### src/rtl/console_pkg.sv
// Shared definitions for the console UART transmitter.
// Holds the default console byte-sink address, the status register offset,
// the bit positions inside the status word, and the transmitter state type.
package console_pkg;

  localparam logic [31:0] CONSOLE_ADDR_DEFAULT = 32'h1000_0000;
  localparam logic [31:0] STATUS_OFFSET        = 32'd4;

  // Status word layout: [7:0] level, [8] full, [9] empty, [10] tx active,
  // [15:11] zero, [31:16] overflow count.
  localparam int STAT_LEVEL_LSB  = 0;
  localparam int STAT_FULL_BIT   = 8;
  localparam int STAT_EMPTY_BIT  = 9;
  localparam int STAT_ACTIVE_BIT = 10;
  localparam int STAT_OVF_LSB    = 16;

  typedef enum logic [1:0] {
    IDLE  = 2'd0,
    START = 2'd1,
    DATA  = 2'd2,
    STOP  = 2'd3
  } tx_state_e;

endpackage

### src/rtl/console_fifo.sv
// Synchronous single-clock byte FIFO for the console transmitter.
// Ports:
//   clk, reset      - clock and synchronous active-high reset
//   push, wdata     - write request and byte; ignored when full
//   pop, rdata      - read request; rdata always shows the head entry
//   full, empty     - occupancy flags
//   level           - number of stored entries (0..DEPTH)
module console_fifo #(
  parameter int DEPTH = 16
) (
  input  logic                   clk,
  input  logic                   reset,
  input  logic                   push,
  input  logic [7:0]             wdata,
  input  logic                   pop,
  output logic [7:0]             rdata,
  output logic                   full,
  output logic                   empty,
  output logic [$clog2(DEPTH):0] level
);

  localparam int AW = $clog2(DEPTH);
  localparam int LW = AW + 1;

  logic [7:0]    mem [DEPTH];
  logic [AW-1:0] wr_ptr;
  logic [AW-1:0] rd_ptr;
  logic          do_push;
  logic          do_pop;

  // Full is judged on the pre-edge level, so a push into a full FIFO is
  // dropped even when a pop happens on the same edge.
  assign full    = (level == LW'(DEPTH));
  assign empty   = (level == '0);
  assign do_push = push && !full;
  assign do_pop  = pop && !empty;
  assign rdata   = mem[rd_ptr];

  // NOTE: sequential state uses non-blocking assignments so every register
  // samples the pre-edge values regardless of statement order.
  always_ff @(posedge clk) begin
    if (reset) begin
      wr_ptr <= '0;
      rd_ptr <= '0;
      level  <= '0;
    end else begin
      // Pointers wrap naturally because DEPTH is a power of two.
      if (do_push) wr_ptr <= wr_ptr + 1'b1;
      if (do_pop)  rd_ptr <= rd_ptr + 1'b1;
      case ({do_push, do_pop})
        2'b10:   level <= level + 1'b1;
        2'b01:   level <= level - 1'b1;
        default: level <= level;
      endcase
    end
  end

  // NOTE: the storage array has no reset; contents are only ever read
  // through rd_ptr once level says they were written.
  always_ff @(posedge clk) begin
    if (do_push) mem[wr_ptr] <= wdata;
  end

endmodule

### src/rtl/console_uart_tx.sv
// Memory-mapped console UART transmitter.
// A CPU look-ahead write of a byte to CONSOLE_ADDR queues a character; the
// characters are sent as 8N1 frames on uart_tx. A look-ahead read of
// CONSOLE_ADDR+4 returns a status word on the following cycle.
// Ports:
//   clk, reset             - clock and synchronous active-high reset
//   mem_la_write/read      - look-ahead write/read strobes
//   mem_la_addr/wdata/wstrb- look-ahead address, write data, byte enables
//   status_rdata/valid     - registered status response
//   uart_tx                - registered serial line, idle high
//   busy                   - characters queued or a frame on the line
module console_uart_tx
  import console_pkg::*;
#(
  parameter logic [31:0] CONSOLE_ADDR = CONSOLE_ADDR_DEFAULT,
  parameter int          FIFO_DEPTH   = 16,
  parameter int          CLKS_PER_BIT = 868
) (
  input  logic        clk,
  input  logic        reset,
  input  logic        mem_la_write,
  input  logic        mem_la_read,
  input  logic [31:0] mem_la_addr,
  input  logic [31:0] mem_la_wdata,
  input  logic [3:0]  mem_la_wstrb,
  output logic [31:0] status_rdata,
  output logic        status_valid,
  output logic        uart_tx,
  output logic        busy
);

  localparam int CW = $clog2(CLKS_PER_BIT);
  localparam int LW = $clog2(FIFO_DEPTH) + 1;
  localparam logic [CW-1:0] CNT_LAST = CW'(CLKS_PER_BIT - 1);

  tx_state_e     state;
  logic [CW-1:0] bit_cnt;
  logic [2:0]    bit_idx;
  logic [7:0]    shreg;
  logic          line_busy;

  logic          accept;
  logic          status_hit;
  logic          fifo_pop;
  logic [7:0]    fifo_rdata;
  logic          fifo_full;
  logic          fifo_empty;
  logic [LW-1:0] fifo_level;
  logic [15:0]   ovf_cnt;
  logic          bit_last;
  logic          tx_active;
  logic [31:0]   status_word;

  // Only byte lane 0 carries the character.
  logic unused_bits;
  assign unused_bits = &{1'b0, mem_la_wdata[31:8], mem_la_wstrb[3:1]};

  assign accept     = mem_la_write && (mem_la_addr == CONSOLE_ADDR) && mem_la_wstrb[0];
  assign status_hit = mem_la_read && (mem_la_addr == CONSOLE_ADDR + STATUS_OFFSET);
  assign bit_last   = (bit_cnt == CNT_LAST);

  // Pop when leaving IDLE or at the end of a stop bit, so back-to-back
  // characters go out with no idle gap between frames.
  assign fifo_pop = !fifo_empty &&
                    ((state == IDLE) || ((state == STOP) && bit_last));

  // uart_tx lags the state by one register, so the line is still busy for
  // one cycle after the FSM returns to IDLE.
  assign tx_active = (state != IDLE) || line_busy;
  assign busy      = !fifo_empty || tx_active;

  console_fifo #(
    .DEPTH (FIFO_DEPTH)
  ) u_fifo (
    .clk   (clk),
    .reset (reset),
    .push  (accept),
    .wdata (mem_la_wdata[7:0]),
    .pop   (fifo_pop),
    .rdata (fifo_rdata),
    .full  (fifo_full),
    .empty (fifo_empty),
    .level (fifo_level)
  );

  always_comb begin
    status_word = '0;
    status_word[STAT_LEVEL_LSB +: 8]  = 8'(fifo_level);
    status_word[STAT_FULL_BIT]        = fifo_full;
    status_word[STAT_EMPTY_BIT]       = fifo_empty;
    status_word[STAT_ACTIVE_BIT]      = tx_active;
    status_word[STAT_OVF_LSB +: 16]   = ovf_cnt;
  end

  // Overflow counter and status response.
  always_ff @(posedge clk) begin
    if (reset) begin
      ovf_cnt      <= '0;
      status_valid <= 1'b0;
      status_rdata <= '0;
    end else begin
      if (accept && fifo_full && (ovf_cnt != 16'hFFFF)) ovf_cnt <= ovf_cnt + 1'b1;
      status_valid <= status_hit;
      status_rdata <= status_hit ? status_word : '0;
    end
  end

  // Transmitter FSM; the line register encodes the bit of the current state.
  always_ff @(posedge clk) begin
    if (reset) begin
      state     <= IDLE;
      bit_cnt   <= '0;
      bit_idx   <= '0;
      shreg     <= '0;
      uart_tx   <= 1'b1;
      line_busy <= 1'b0;
    end else begin
      line_busy <= (state != IDLE);
      case (state)
        START:   uart_tx <= 1'b0;
        DATA:    uart_tx <= shreg[0];
        default: uart_tx <= 1'b1;
      endcase

      case (state)
        IDLE: begin
          bit_cnt <= '0;
          if (!fifo_empty) begin
            shreg <= fifo_rdata;
            state <= START;
          end
        end
        START: begin
          if (bit_last) begin
            bit_cnt <= '0;
            bit_idx <= '0;
            state   <= DATA;
          end else begin
            bit_cnt <= bit_cnt + 1'b1;
          end
        end
        DATA: begin
          if (bit_last) begin
            bit_cnt <= '0;
            shreg   <= shreg >> 1;
            if (bit_idx == 3'd7) state <= STOP;
            else                 bit_idx <= bit_idx + 1'b1;
          end else begin
            bit_cnt <= bit_cnt + 1'b1;
          end
        end
        STOP: begin
          if (bit_last) begin
            bit_cnt <= '0;
            if (!fifo_empty) begin
              shreg <= fifo_rdata;
              state <= START;
            end else begin
              state <= IDLE;
            end
          end else begin
            bit_cnt <= bit_cnt + 1'b1;
          end
        end
        default: state <= IDLE;
      endcase
    end
  end

endmodule

### config.mk
export PLATFORM = sky130hd
export DESIGN_NAME = console_uart_tx
export DESIGN_NICKNAME = d
export VERILOG_FILES = /design/src/rtl/console_pkg.sv /design/src/rtl/console_fifo.sv /design/src/rtl/console_uart_tx.sv
export SDC_FILE = /design/constraint.sdc
export NUM_CORES = 1
export LEC_CHECK = 0
export BUFFER_PORTS_ARGS = -buffer_cell sky130_fd_sc_hd__buf_2
export CORE_MARGIN = 4
export CORE_UTILIZATION = 50
export CTS_CLUSTER_DIAMETER = 150
export CTS_CLUSTER_SIZE = 25
export DETAILED_ROUTE_END_ITERATION = 10
export PLACE_DENSITY_LB_ADDON = 0.3
export RECOVER_POWER = 25
export SLEW_MARGIN = 20
export SYNTH_ARGS = -nofsm -noshare
export SYNTH_HDL_FRONTEND = slang
export SYNTH_SLANG_ARGS = --single-unit
### constraint.sdc
create_clock -name clk -period 3.3 [get_ports clk]
set_input_delay 0.33 -clock clk [delete_from_list [all_inputs] [get_ports clk]]
set_output_delay 0.33 -clock clk [all_outputs]
set_load 0.02 [all_outputs]
==> reports/metrics.cfg <==
[pwr]
power_uw=4580
vdd_drop_max_uv=372
p_leak_uw=0.00326
p_per_area_mw_per_mm2=475

[floorplanning]
ios=107
fp.dieArea_mm2=0.0193
die_y_um=139
start_util_pct=51.4
row_count=47
die_w_um=139
core_area_mm2=0.0167

[logic_synthesis]
synth_flop_cell=edfxtp_1
synthTopCellsByArea=edfxtp_1 45%, dfxtp_1 19%, mux4_2 8.4%
synth_xor_area_share_pct=1.73
synth_area_leader_cell=edfxtp_1
synth_mux_area_share_pct=9.49
yosys_warnings=0
synth_edf_count=128
synth_top_family_by_area=simple AND/OR/NAND/NOR gates
synth_area_mm2=0.00859
synth_most_common_cell=edfxtp_1
yosysSeqAreaShare_pct=64.1
netlist_top_cells_count=128 x edfxtp_1, 83 x dfxtp_1, 46 x nor2_1
ys_async_sr_fraction_pct=0
synth_compound_area_share_pct=6.52
synthSimpleGateAreaFrac_pct=12.7
yosys.area.top_type_share_pct=44.7
avgSynthCellArea_um2=13.8
synth_fa_ha_area_share_pct=2.48
ys_types=50
ys_seq_elements=211
netlist_instances=623

[timing]
fin_skew_ns=0.0224
slew_headroom_pct=44.0
fin_crit_ns=2.89
fmax_mhz=346
finalSetupTns_ns=0
tightest_slew_ns=0.839
slew_viol_final=0
period_share_pct=87.6
whs_ns=0.282
hold_viol=0
setup_viol=0
rsz0062_at_grt=no

[final_layout]
utilization_pct=57.7
final_nets=792
multi_input_area_mm2=0.00289
diodes=0
drive_gt1_share_pct=21.5
fin_cells=928
syn_to_final_growth_pct=12.2
fillerInstances=1310
final-seq-area_mm2=0.00551

[clock_tree]
clk_latency_ns=0.47
clkTransAtPathRegs_ns=0.10
postCtsSetupBuffers=0
tritoncts.num_buffers=12
cts_tree=done
clockBufferDepth=3
htreeDepth=1
root_buffer=clkbuf_16
cts.sinks=211

[placement]
gp_congestion=0.854
dp_cells=909
dp_hpwl_um=11400
portBuffers=71

[worst_setup_path]
worstPathRequired_ns=3.64
crit_arrival_ns=3.23
worstSetupEndpointType=flop
rrSetupSlack_ns=0.41
rr_startpoint=bit_cnt[0]
r2r-end=u_fifo.level[4]
worstPathMaxFanout=5
rr_worst_depth=12
worstSetupPathType=reg -> reg
cp-start-kind=flop

[routing]
antenna_left=0
drt_iter0_markers=312
vias=5248
dr.pass1.iters=5
viasPerCell=5.66
drc=0
wirelength_um=17000
wl_per_cell_um=18.3

[run_status]
status=completed

[global_routing]
gr-total-overflow=0
grt_start_max_net_pins=42
grt_pass1_wl_um=27700
track_usage_pct=17.6
antenna_found_initial=0
grt_pass1_vias=5112

[worst_hold_path]
hold_start=mem_la_addr[2]
worstHoldEndpoint=status_valid
hold_path_depth=4
hold_class=in -> reg

[flow_run]
drv_cap=0

-- layer usage --
| metal | global-route usage [%] | part of all wire, % | wire (um) |
|---|---|---|---|
| met3 | 3.90 | 7.5 | 1280 |
| met4 | 4.07 | 1.1 | 180 |
| met2 | 30.7 | 51 | 8670 |
| met1 | 22.8 | 40 | 6870 |
| met5 | 0 | 0 | 0 |
-- flip-flops by register name, indices dropped and copies added, names as in the netlist, 2 cells and up, named ones only --
| name | count |
|---|---|
| u_fifo.mem | 128 |
| status_rdata | 24 |
| ovf_cnt | 16 |
| bit_cnt | 10 |
| shreg | 8 |
| u_fifo.level | 5 |
| u_fifo.rd_ptr | 4 |
| u_fifo.wr_ptr | 4 |
| bit_idx | 3 |
| state | 2 |
-- worst max-delay path, cell delays in order, from the launching register on --
cell and delay (ns):
dfxtp_1 0.39, ha_1 0.22, nor3b_2 0.30, a41oi_2 0.24
nor2_1 0.19, ha_1 0.21, xor2_1 0.08, ha_1 0.25
or3b_2 0.45, a21oi_1 0.13, o21ai_0 0.10, xor2_1 0.14
nor2_1 0.05
-- power by group --
part / leakage, uW / switching (uW) / internal (uW)
sequential: 0.00182 / 10.5 / 2800
combinational: 0.00127 / 129 / 67.5
clock: 0.000173 / 833 / 742
total: 0.00326 / 972 / 3610
-- worst max-delay path by stage --
| stage | from | end | slack (ns) | depth (start not counted) |
|---|---|---|---|---|
| 2_1_floorplan | mem_la_addr[13] | u_fifo.level[4] | 0.09 | 13 |
| 6_report | bit_cnt[0] | u_fifo.level[4] | 0.41 | 12 |
| 3_3_place_gp | bit_cnt[0] | u_fifo.level[4] | 0.24 | 12 |
| 5_1_grt | bit_cnt[0] | u_fifo.level[4] | 0.08 | 12 |
| 4_1_cts | bit_cnt[0] | u_fifo.level[4] | 0.17 | 12 |
| 3_5_place_dp | mem_la_addr[5] | u_fifo.level[4] | 0.18 | 13 |
-- cells in the final DEF (no fill, tap or decap), types with 4 or more instances in the layout --
cell type	instances
or4_1	12
o21ai_0	10
ha_1	17
mux2_2	4
nor4_1	7
nand2_1	18
clkbuf_16	13
inv_1	11
nor3_1	15
nand4_1	12
xor2_1	8
mux4_2	32
a21oi_1	31
a211oi_1	8
buf_2	63
nand2b_1	7
or3_1	5
mux2i_1	5
nor2b_1	16
nor2_1	46
and2_1	27
nand3_1	13
edfxtp_1	128
buf_4	30
o31ai_1	12
a22oi_1	14
xnor2_1	9
clkbuf_1	13
dfxtp_1	82
conb_1	8
-- cell families after synthesis --
family | after synthesis
adder cells (fa/ha/maj) | 17
AND/OR/NAND/NOR | 196
flip-flops | 211
multiplexers | 41
AO/OA/AOI/OAI | 87
buffers and inverters | 53
XOR/XNOR | 17
other | 1
-- layout make-up --
class | count | share of cell area (%)
timing repair buffer | 101 | 5.92
multi-input combinational | 366 | 30.0
tap | 220 | 2.85
clock buffer | 18 | 3.57
clock inverter | 1 | 0.169
sequential | 211 | 57.1
inverter | 11 | 0.428
-- per-stage QoR --
| stage | setup slack (ns) | cell area, um^2 |
|---|---|---|
| after detailed placement | 0.176 | 9270 |
| final | 0.408 | 9640 |
| after CTS | 0.167 | 9630 |
| after global routing | 0.0779 | 9640 |
| after floorplan | 0.0911 | 8620 |
| after global placement | 0.238 | 9270 |
-- repair_timing --
item                                    4_1_cts  5_1_grt
gates resized for setup                       0        3
endpoints found under the setup margin        0        1
endpoints found under the hold margin         0        0
hold buffers                                  0        0
Power figures use the tool's default switching activity.
